File: src/rtl/pre_proc_join_pkg.sv
// Shared types and helpers for the pre-processing fork/join controller.
`ifndef PRE_PROC_LANE_W
`define PRE_PROC_LANE_W 64
`endif

package pre_proc_pkg;

    typedef enum logic {IDLE = 1'b0, COLLECT = 1'b1} join_state_t;

    typedef logic [`PRE_PROC_LANE_W-1:0] lane_payload_t;

    // Counters up to SAT_W bits share one saturating-increment helper.
    localparam int SAT_W = 32;

    function automatic logic [SAT_W-1:0] sat_inc(input logic [SAT_W-1:0] v,
                                                 input logic [SAT_W-1:0] max);
        return (v >= max) ? v : v + SAT_W'(1);
    endfunction

endpackage

File: src/rtl/pre_proc_join_if.sv
// Token, lane and output handshake bundle for pre_proc_join.
interface pre_proc_join_if #(
    parameter int NUM_LANES  = 2,
    parameter int LANE_WIDTH = 64,
    parameter int TAG_WIDTH  = 11,
    parameter int CNT_WIDTH  = 16
);
    logic                                  valid_in;
    logic                                  ready_out;
    logic [TAG_WIDTH-1:0]                  tag_in;
    logic [NUM_LANES-1:0]                  lane_start_out;
    logic [NUM_LANES-1:0]                  lane_valid_in;
    logic [NUM_LANES-1:0]                  lane_ready_out;
    logic [NUM_LANES-1:0][LANE_WIDTH-1:0]  lane_data_in;
    logic [NUM_LANES-1:0]                  lane_cull_in;
    logic                                  valid_out;
    logic                                  ready_in;
    logic [NUM_LANES-1:0][LANE_WIDTH-1:0]  data_out;
    logic [TAG_WIDTH-1:0]                  tag_out;
    logic [CNT_WIDTH-1:0]                  cull_count_out;
    logic [CNT_WIDTH-1:0]                  accept_count_out;

    modport slave (
        input  valid_in, tag_in, lane_valid_in, lane_data_in, lane_cull_in, ready_in,
        output ready_out, lane_start_out, lane_ready_out, valid_out, data_out, tag_out,
               cull_count_out, accept_count_out
    );

    modport master (
        output valid_in, tag_in, lane_valid_in, lane_data_in, lane_cull_in, ready_in,
        input  ready_out, lane_start_out, lane_ready_out, valid_out, data_out, tag_out,
               cull_count_out, accept_count_out
    );
endinterface

File: src/rtl/pre_proc_join_out_fifo.sv
// Synchronous output FIFO with count-based full/empty; any depth >= 1.
module join_out_fifo #(
    parameter int WIDTH = 8,
    parameter int DEPTH = 2
) (
    input  logic                         clk,
    input  logic                         rst,
    input  logic                         push,
    input  logic [WIDTH-1:0]             push_data,
    input  logic                         pop,
    output logic [WIDTH-1:0]             head,
    output logic                         valid,
    output logic [$clog2(DEPTH+1)-1:0]   count
);
    localparam int CW = $clog2(DEPTH + 1);
    localparam int PW = (DEPTH > 1) ? $clog2(DEPTH) : 1;

    logic [WIDTH-1:0] mem [DEPTH];
    logic [PW-1:0]    rd_ptr, wr_ptr;
    logic             do_push, do_pop;

    function automatic logic [PW-1:0] next_ptr(input logic [PW-1:0] p);
        return (p == PW'(DEPTH - 1)) ? '0 : p + PW'(1);
    endfunction

    assign do_pop  = pop && (count != '0);
    assign do_push = push && ((count != CW'(DEPTH)) || do_pop);
    assign valid   = (count != '0);
    assign head    = mem[rd_ptr];

    // Storage is cleared too so the head reads zero after reset.
    always_ff @(posedge clk) begin
        if (rst) begin
            rd_ptr <= '0;
            wr_ptr <= '0;
            count  <= '0;
            for (int i = 0; i < DEPTH; i++) mem[i] <= '0;
        end else begin
            if (do_push) begin
                mem[wr_ptr] <= push_data;
                wr_ptr      <= next_ptr(wr_ptr);
            end
            if (do_pop) rd_ptr <= next_ptr(rd_ptr);
            case ({do_push, do_pop})
                2'b10:   count <= count + CW'(1);
                2'b01:   count <= count - CW'(1);
                default: count <= count;
            endcase
        end
    end
endmodule

File: src/rtl/pre_proc_join.sv
// N-lane fork/join: launch all lanes per triangle, gather results or drop on
// cull, and queue joined results toward the rasteriser.
module pre_proc_join
    import pre_proc_pkg::*;
#(
    parameter int NUM_LANES  = 2,
    parameter int LANE_WIDTH = 64,
    parameter int TAG_WIDTH  = 11,
    parameter int OUT_DEPTH  = 2,
    parameter int CNT_WIDTH  = 16
) (
    input  logic            clk_in,
    input  logic            rst_in,
    pre_proc_join_if.slave  bus
);
    localparam int ENTRY_W = TAG_WIDTH + NUM_LANES * LANE_WIDTH;
    localparam int CW      = $clog2(OUT_DEPTH + 1);
    localparam logic [SAT_W-1:0] CNT_MAX = SAT_W'({CNT_WIDTH{1'b1}});

    join_state_t                          state;
    logic [TAG_WIDTH-1:0]                 tag_q;
    logic                                 start_q;
    logic [NUM_LANES-1:0]                 done;
    logic [NUM_LANES-1:0][LANE_WIDTH-1:0] data_q;
    logic [CNT_WIDTH-1:0]                 cull_cnt, acc_cnt;
    logic [CW-1:0]                        fifo_count;
    logic [ENTRY_W-1:0]                   head;
    logic                                 fifo_valid, accept, cull, complete;

    // FIFO space is reserved at accept, so completion can always push.
    assign bus.ready_out      = !rst_in && (state == IDLE) && (fifo_count < CW'(OUT_DEPTH));
    assign accept             = bus.valid_in && bus.ready_out;
    assign cull               = (state == COLLECT) && (|bus.lane_cull_in);
    assign complete           = (state == COLLECT) && (&done) && !cull;
    assign bus.lane_start_out = {NUM_LANES{start_q}};
    assign bus.lane_ready_out = (state == COLLECT) ? ~done : '0;

    always_ff @(posedge clk_in) begin
        if (rst_in) begin
            state    <= IDLE;
            tag_q    <= '0;
            start_q  <= 1'b0;
            cull_cnt <= '0;
            acc_cnt  <= '0;
        end else begin
            start_q <= accept;
            case (state)
                IDLE: if (accept) begin
                    tag_q <= bus.tag_in;
                    state <= COLLECT;
                end
                COLLECT: if (cull) begin
                    cull_cnt <= CNT_WIDTH'(sat_inc(SAT_W'(cull_cnt), CNT_MAX));
                    state    <= IDLE;
                end else if (&done) begin
                    acc_cnt <= CNT_WIDTH'(sat_inc(SAT_W'(acc_cnt), CNT_MAX));
                    state   <= IDLE;
                end
                default: state <= IDLE;
            endcase
        end
    end

    always_ff @(posedge clk_in) begin
        if (rst_in) begin
            done   <= '0;
            data_q <= '0;
        end else if (accept) begin
            done <= '0;
        end else if (state == COLLECT) begin
            for (int i = 0; i < NUM_LANES; i++) begin
                if (bus.lane_valid_in[i] && !done[i]) begin
                    done[i]   <= 1'b1;
                    data_q[i] <= bus.lane_data_in[i];
                end
            end
        end
    end

    join_out_fifo #(.WIDTH(ENTRY_W), .DEPTH(OUT_DEPTH)) u_fifo (
        .clk       (clk_in),
        .rst       (rst_in),
        .push      (complete),
        .push_data ({tag_q, data_q}),
        .pop       (fifo_valid && bus.ready_in),
        .head      (head),
        .valid     (fifo_valid),
        .count     (fifo_count)
    );

    assign bus.valid_out        = fifo_valid;
    assign bus.data_out         = head[NUM_LANES*LANE_WIDTH-1:0];
    assign bus.tag_out          = head[ENTRY_W-1 -: TAG_WIDTH];
    assign bus.cull_count_out   = cull_cnt;
    assign bus.accept_count_out = acc_cnt;
endmodule
File: src/flat_wrapper.sv
// flat-port wrapper written by rule: the top's interface ports become plain ports
module pre_proc_join_flat import pre_proc_pkg::*;
#(
    parameter int NUM_LANES  = 2,
    parameter int LANE_WIDTH = 64,
    parameter int TAG_WIDTH  = 11,
    parameter int OUT_DEPTH  = 2,
    parameter int CNT_WIDTH  = 16
)
  (clk_in, rst_in, bus_valid_in, bus_tag_in, bus_lane_valid_in, bus_lane_data_in, bus_lane_cull_in, bus_ready_in, bus_ready_out, bus_lane_start_out, bus_lane_ready_out, bus_valid_out, bus_data_out, bus_tag_out, bus_cull_count_out, bus_accept_count_out);
  pre_proc_join_if #(.NUM_LANES(NUM_LANES), .LANE_WIDTH(LANE_WIDTH), .TAG_WIDTH(TAG_WIDTH), .CNT_WIDTH(CNT_WIDTH)) bus_i ();
  input  logic clk_in;
  input  logic rst_in;
  input wire logic [$bits(bus_i.valid_in)-1:0] bus_valid_in;
  input wire logic [$bits(bus_i.tag_in)-1:0] bus_tag_in;
  input wire logic [$bits(bus_i.lane_valid_in)-1:0] bus_lane_valid_in;
  input wire logic [$bits(bus_i.lane_data_in)-1:0] bus_lane_data_in;
  input wire logic [$bits(bus_i.lane_cull_in)-1:0] bus_lane_cull_in;
  input wire logic [$bits(bus_i.ready_in)-1:0] bus_ready_in;
  output wire logic [$bits(bus_i.ready_out)-1:0] bus_ready_out;
  output wire logic [$bits(bus_i.lane_start_out)-1:0] bus_lane_start_out;
  output wire logic [$bits(bus_i.lane_ready_out)-1:0] bus_lane_ready_out;
  output wire logic [$bits(bus_i.valid_out)-1:0] bus_valid_out;
  output wire logic [$bits(bus_i.data_out)-1:0] bus_data_out;
  output wire logic [$bits(bus_i.tag_out)-1:0] bus_tag_out;
  output wire logic [$bits(bus_i.cull_count_out)-1:0] bus_cull_count_out;
  output wire logic [$bits(bus_i.accept_count_out)-1:0] bus_accept_count_out;
  assign bus_i.valid_in = bus_valid_in;
  assign bus_i.tag_in = bus_tag_in;
  assign bus_i.lane_valid_in = bus_lane_valid_in;
  assign bus_i.lane_data_in = bus_lane_data_in;
  assign bus_i.lane_cull_in = bus_lane_cull_in;
  assign bus_i.ready_in = bus_ready_in;
  assign bus_ready_out = bus_i.ready_out;
  assign bus_lane_start_out = bus_i.lane_start_out;
  assign bus_lane_ready_out = bus_i.lane_ready_out;
  assign bus_valid_out = bus_i.valid_out;
  assign bus_data_out = bus_i.data_out;
  assign bus_tag_out = bus_i.tag_out;
  assign bus_cull_count_out = bus_i.cull_count_out;
  assign bus_accept_count_out = bus_i.accept_count_out;
  pre_proc_join #(.NUM_LANES(NUM_LANES), .LANE_WIDTH(LANE_WIDTH), .TAG_WIDTH(TAG_WIDTH), .OUT_DEPTH(OUT_DEPTH), .CNT_WIDTH(CNT_WIDTH)) u_core (.clk_in(clk_in), .rst_in(rst_in), .bus(bus_i));
endmodule
File: config.mk
export PLATFORM = sky130hd
export DESIGN_NAME = pre_proc_join_flat
export DESIGN_NICKNAME = d
export VERILOG_FILES = /design/src/rtl/pre_proc_join_pkg.sv /design/src/rtl/pre_proc_join_if.sv /design/src/rtl/pre_proc_join_out_fifo.sv /design/src/rtl/pre_proc_join.sv /design/src/flat_wrapper.sv
export SDC_FILE = /design/constraint.sdc
export NUM_CORES = 1
export LEC_CHECK = 0
export CAP_MARGIN = 15
export CORE_MARGIN = 2
export CORE_UTILIZATION = 50
export DETAILED_ROUTE_END_ITERATION = 7
export GPL_ROUTABILITY_DRIVEN = 0
export GPL_TIMING_DRIVEN = 0
export PLACE_DENSITY = 0.75
export SLEW_MARGIN = 20
export SYNTH_ARGS = -nofsm -noshare
export SYNTH_HDL_FRONTEND = slang
export SYNTH_SLANG_ARGS = --single-unit
File: constraint.sdc
create_clock -name clk_in -period 12.96 [get_ports clk_in]
set_clock_uncertainty 0.2 [all_clocks]
set_input_delay 1.944 -clock clk_in [delete_from_list [all_inputs] [get_ports clk_in]]
set_output_delay 1.944 -clock clk_in [all_outputs]
set_load 0.05 [all_outputs]
==> results.txt <==
clock root cell - clkbuf_16
Pwr Density - 128.6 mW/mm^2
worst rel slew slack - 28.04%
worst setup path category - in -> out
routed via count - 13.05k
post-route design area - 0.02403 sq mm
Main synth FF type - edfxtp_1
Psw - 0.7092 mW
WP data required - 10820 ps
Slew @ Worst Pin - 1079 ps
row count - 70
GRT Util Overall - 22.89%
fillers - 2841
post-placement cell area - 0.02260 sq mm
CP arrival - 3690 ps
met3 usage - 5.122%
largest net degree at the start of global routing - 54
Placed Cells - 2392
sw frac - 22.94%
Post-route DRC - 0
Longest Clk Path Bufs - 3
crit start category - input port
worst skew pair latency - 550 ps
Pleak - 8.523 nW
die height - 197.1 um
min-delay worst type - reg -> reg
Internal - 2.382 mW
number of global-route vias before repair - 12.78k
Ys Warns - 0
CTS tree - yes
most frequent CP cell - clkdlybuf4s50_1
startpoint of the worst hold path - u_core.data_q[41]$_SDFFE_PP0P_
Yosys top cell area share - 44.78%
Hold Buf Count CTS - 0
R2R depth - 8
DRT iter0 DRCs - 712
share of layout cells above drive strength 1 - 11.69%
Post-CTS Setup Inserts - 0
CP cell instances - clkdlybuf4s50_1, nor3_1, clkdlybuf4s50_1
Flop pwr share - 51.9%
worst slack at placement - 7179 ps
Die Wd - 197.1 um
mapped cell area - 0.01864 sq mm
Routed wire per std cell - 18.30 um
TritonCTS Buffers - 46
worst-path maximum fanout - 6
CP peak stage delay - 880 ps
Core ar. - 0.03670 sq mm
Multi-input gate area - 0.006264 sq mm
Worst Path Buf+Inv - 2
status - completed
M2 GR Usage - 39.79%
# IOs - 324
Tmin final - 5838 ps
WL final - 45.43 mm
CP Capture Type - output pin
post-synth cell types - 45
synthesized flop and latch total - 458
final worst path period share - 45.05%
area delta synth->final - 28.93%
initial antenna violation count - 5
Peak Freq - 171.3 MHz
Detail Route Antenna Nets - 0
VDD IR-drop max - 0.09866 mV
Crit-path slowest cell - clkdlybuf4s50_1
final hold vios - 0
EDFF count, synth - 278
Setup-failing EPs final - 0
final worst slack - 7122 ps
Synth area leaders - edfxtp_1 45%, dfxtp_1 19%, and2_1 9.5%
worst r2r dst - u_core.u_fifo.mem[1][128]$_SDFFCE_PN0P_
die area - 0.03884 sq mm
Synth Area per Inst - 11.68 sq um
Worst R2R Start - u_core.state$_SDFF_PP0_
register area - 0.01195 sq mm
asr flop ratio synth - 0%
Reg clk slew, reported paths - 60 ps
# clock sinks - 458
GR peak layer - met2
Max Slew Vio Count - 0
RSZ-0062 raised after global routing - no
worst hold endpoint - u_core.data_q[41]$_SDFFE_PP0P_
Synthesized Nets - 1745
Gate power share - 7.7%
max-cap violations - 0
remaining global-route overflow - 0
drt via density - 5.255
CP delay by family, top - buffers and inverters
Nets - 2121
Yosys top cell by area - edfxtp_1
met1 Use GR - 28.40%
Port Buffer Count - 323
hold path depth - 2
PostCTS Resize Cnt - 0
clock share of power - 40.4%
H-tree level count - 2
Seq/Total Area, Yosys - 64.11%
initial core utilization - 50.80%
Mapped Cells - 1596
Layout Cells excl Fill - 2483
global-route wire length before repair - 68.48 mm
1st-pass router iterations - 4
HPWL Detailed - 31.17 mm
reg2reg setup slack - 9340 ps
total negative slack - 0 ps
final cells by class:
class	count	share of cell area (%)
sequential	458	49.73
multi-input combinational	1025	26.06
timing repair buffer	328	13.99
clock buffer	66	5.393
tap	468	2.436
buffer	103	1.661
clock inverter	20	0.5206
inverter	10	0.1562
antenna	5	0.05206
metrics by stage:
step	hold slack, ps	util [%]	total power, mW
global route	279.5	65.48	3.184
floorplan	239.8	-	1.759
CTS	260.5	65.46	3.115
detailed placement	252.3	61.59	1.875
global placement	245.3	61.20	1.871
finish	258.4	65.49	3.091
logic make-up (layout without fill, tap and decap cells):
logic type / after synthesis / count (layout) / synth area share, %
mux: 150 / 150 / 9.041
fa+ha+maj: 2 / 2 / 0.1342
simple gates: 671 / 671 / 18.37
compound gates: 200 / 200 / 5.906
xor+xnor: 2 / 2 / 0.09398
flops: 458 / 458 / 64.11
other cells: 0 / 5 / 0
buf+inv: 113 / 527 / 2.342
worst min-delay path, delay by kind of cell, from the launching register on:
family             cells  cell delay (ps)
DFF                    1              310
and+or+nand+nor        1               50
AOI/OAI and AO/OA      1               50
how the worst max path moves through the flow:
stage | start | to | cells after the start
global placement | rst_in | u_core.u_fifo.mem[0][79]$_SDFFCE_PN0P_ | 4
global route | rst_in | bus_ready_out | 3
detailed placement | rst_in | bus_ready_out | 3
finish | rst_in | bus_ready_out | 3
floorplan | bus_lane_cull_in[1] | u_core.u_fifo.mem[0][0]$_SDFFCE_PN0P_ | 4
CTS | rst_in | bus_ready_out | 3
power by group through the flow:
stage | sequential (mW) | clock (mW) | combinational [mW]
detailed placement | 1.63 | 0 | 0.240
floorplan | 1.63 | 0 | 0.125
global route | 1.61 | 1.32 | 0.253
global placement | 1.64 | 0 | 0.234
CTS | 1.60 | 1.27 | 0.241
finish | 1.60 | 1.25 | 0.239
cell usage after synthesis, drive strengths merged, types with 3 or more instances:
cell type and number:
dfxtp 180, or3 4, nor2b 10, or2 4, nor3 13, o41ai 4
o311ai 4, nand3 12, nand4 7, a211oi 4, and3 7, clkbuf 84
nor4 5, or4 10, nor2 17, mux2i 3, buf 19, mux2 147
o21ai 18, o31ai 10, a21oi 151, edfxtp 278, inv 10, and2 283
nand2 291
flip-flops by register name, indices dropped and copies added, names as in the netlist, named ones only:
signal / count
u_core.start_q: 1
u_core.tag_q: 11
u_core.data_q: 128
u_core.done: 2
u_core.bus.accept_count_out: 16
u_core.state: 1
u_core.u_fifo.rd_ptr: 1
u_core.bus.cull_count_out: 16
u_core.u_fifo.count: 2
u_core.u_fifo.wr_ptr: 1
u_core.u_fifo.mem: 278
per-layer routing:
| metal | vias to the layer above | part of all wire (%) |
|---|---|---|
| met2 | 406 | 50 |
| met4 | 0 | 2.4 |
| li1 | 6285 | - |
| met3 | 67 | 6.8 |
| met1 | 6291 | 41 |
| met5 | - | 0 |
cells in the final DEF (no fill, tap or decap), types with 5 or more instances in the layout:
master and n:
clkdlybuf4s50_1 323, nand2_1 291, and2_1 283, edfxtp_1 278, dfxtp_1 180, a21oi_1 151
mux2_2 147, clkbuf_1 97, clkbuf_16 46, o21ai_0 18, nor2_1 17, buf_1 13
nor3_1 13, nand3_1 12, nor2b_1 10, inv_1 10, o31ai_1 10, or4_1 10
clkinv_2 9, and3_1 7, nand4_1 7, clkbuf_8 7, diode_2 5, nor4_1 5
No activity file was read; power rests on OpenSTA's default activity.
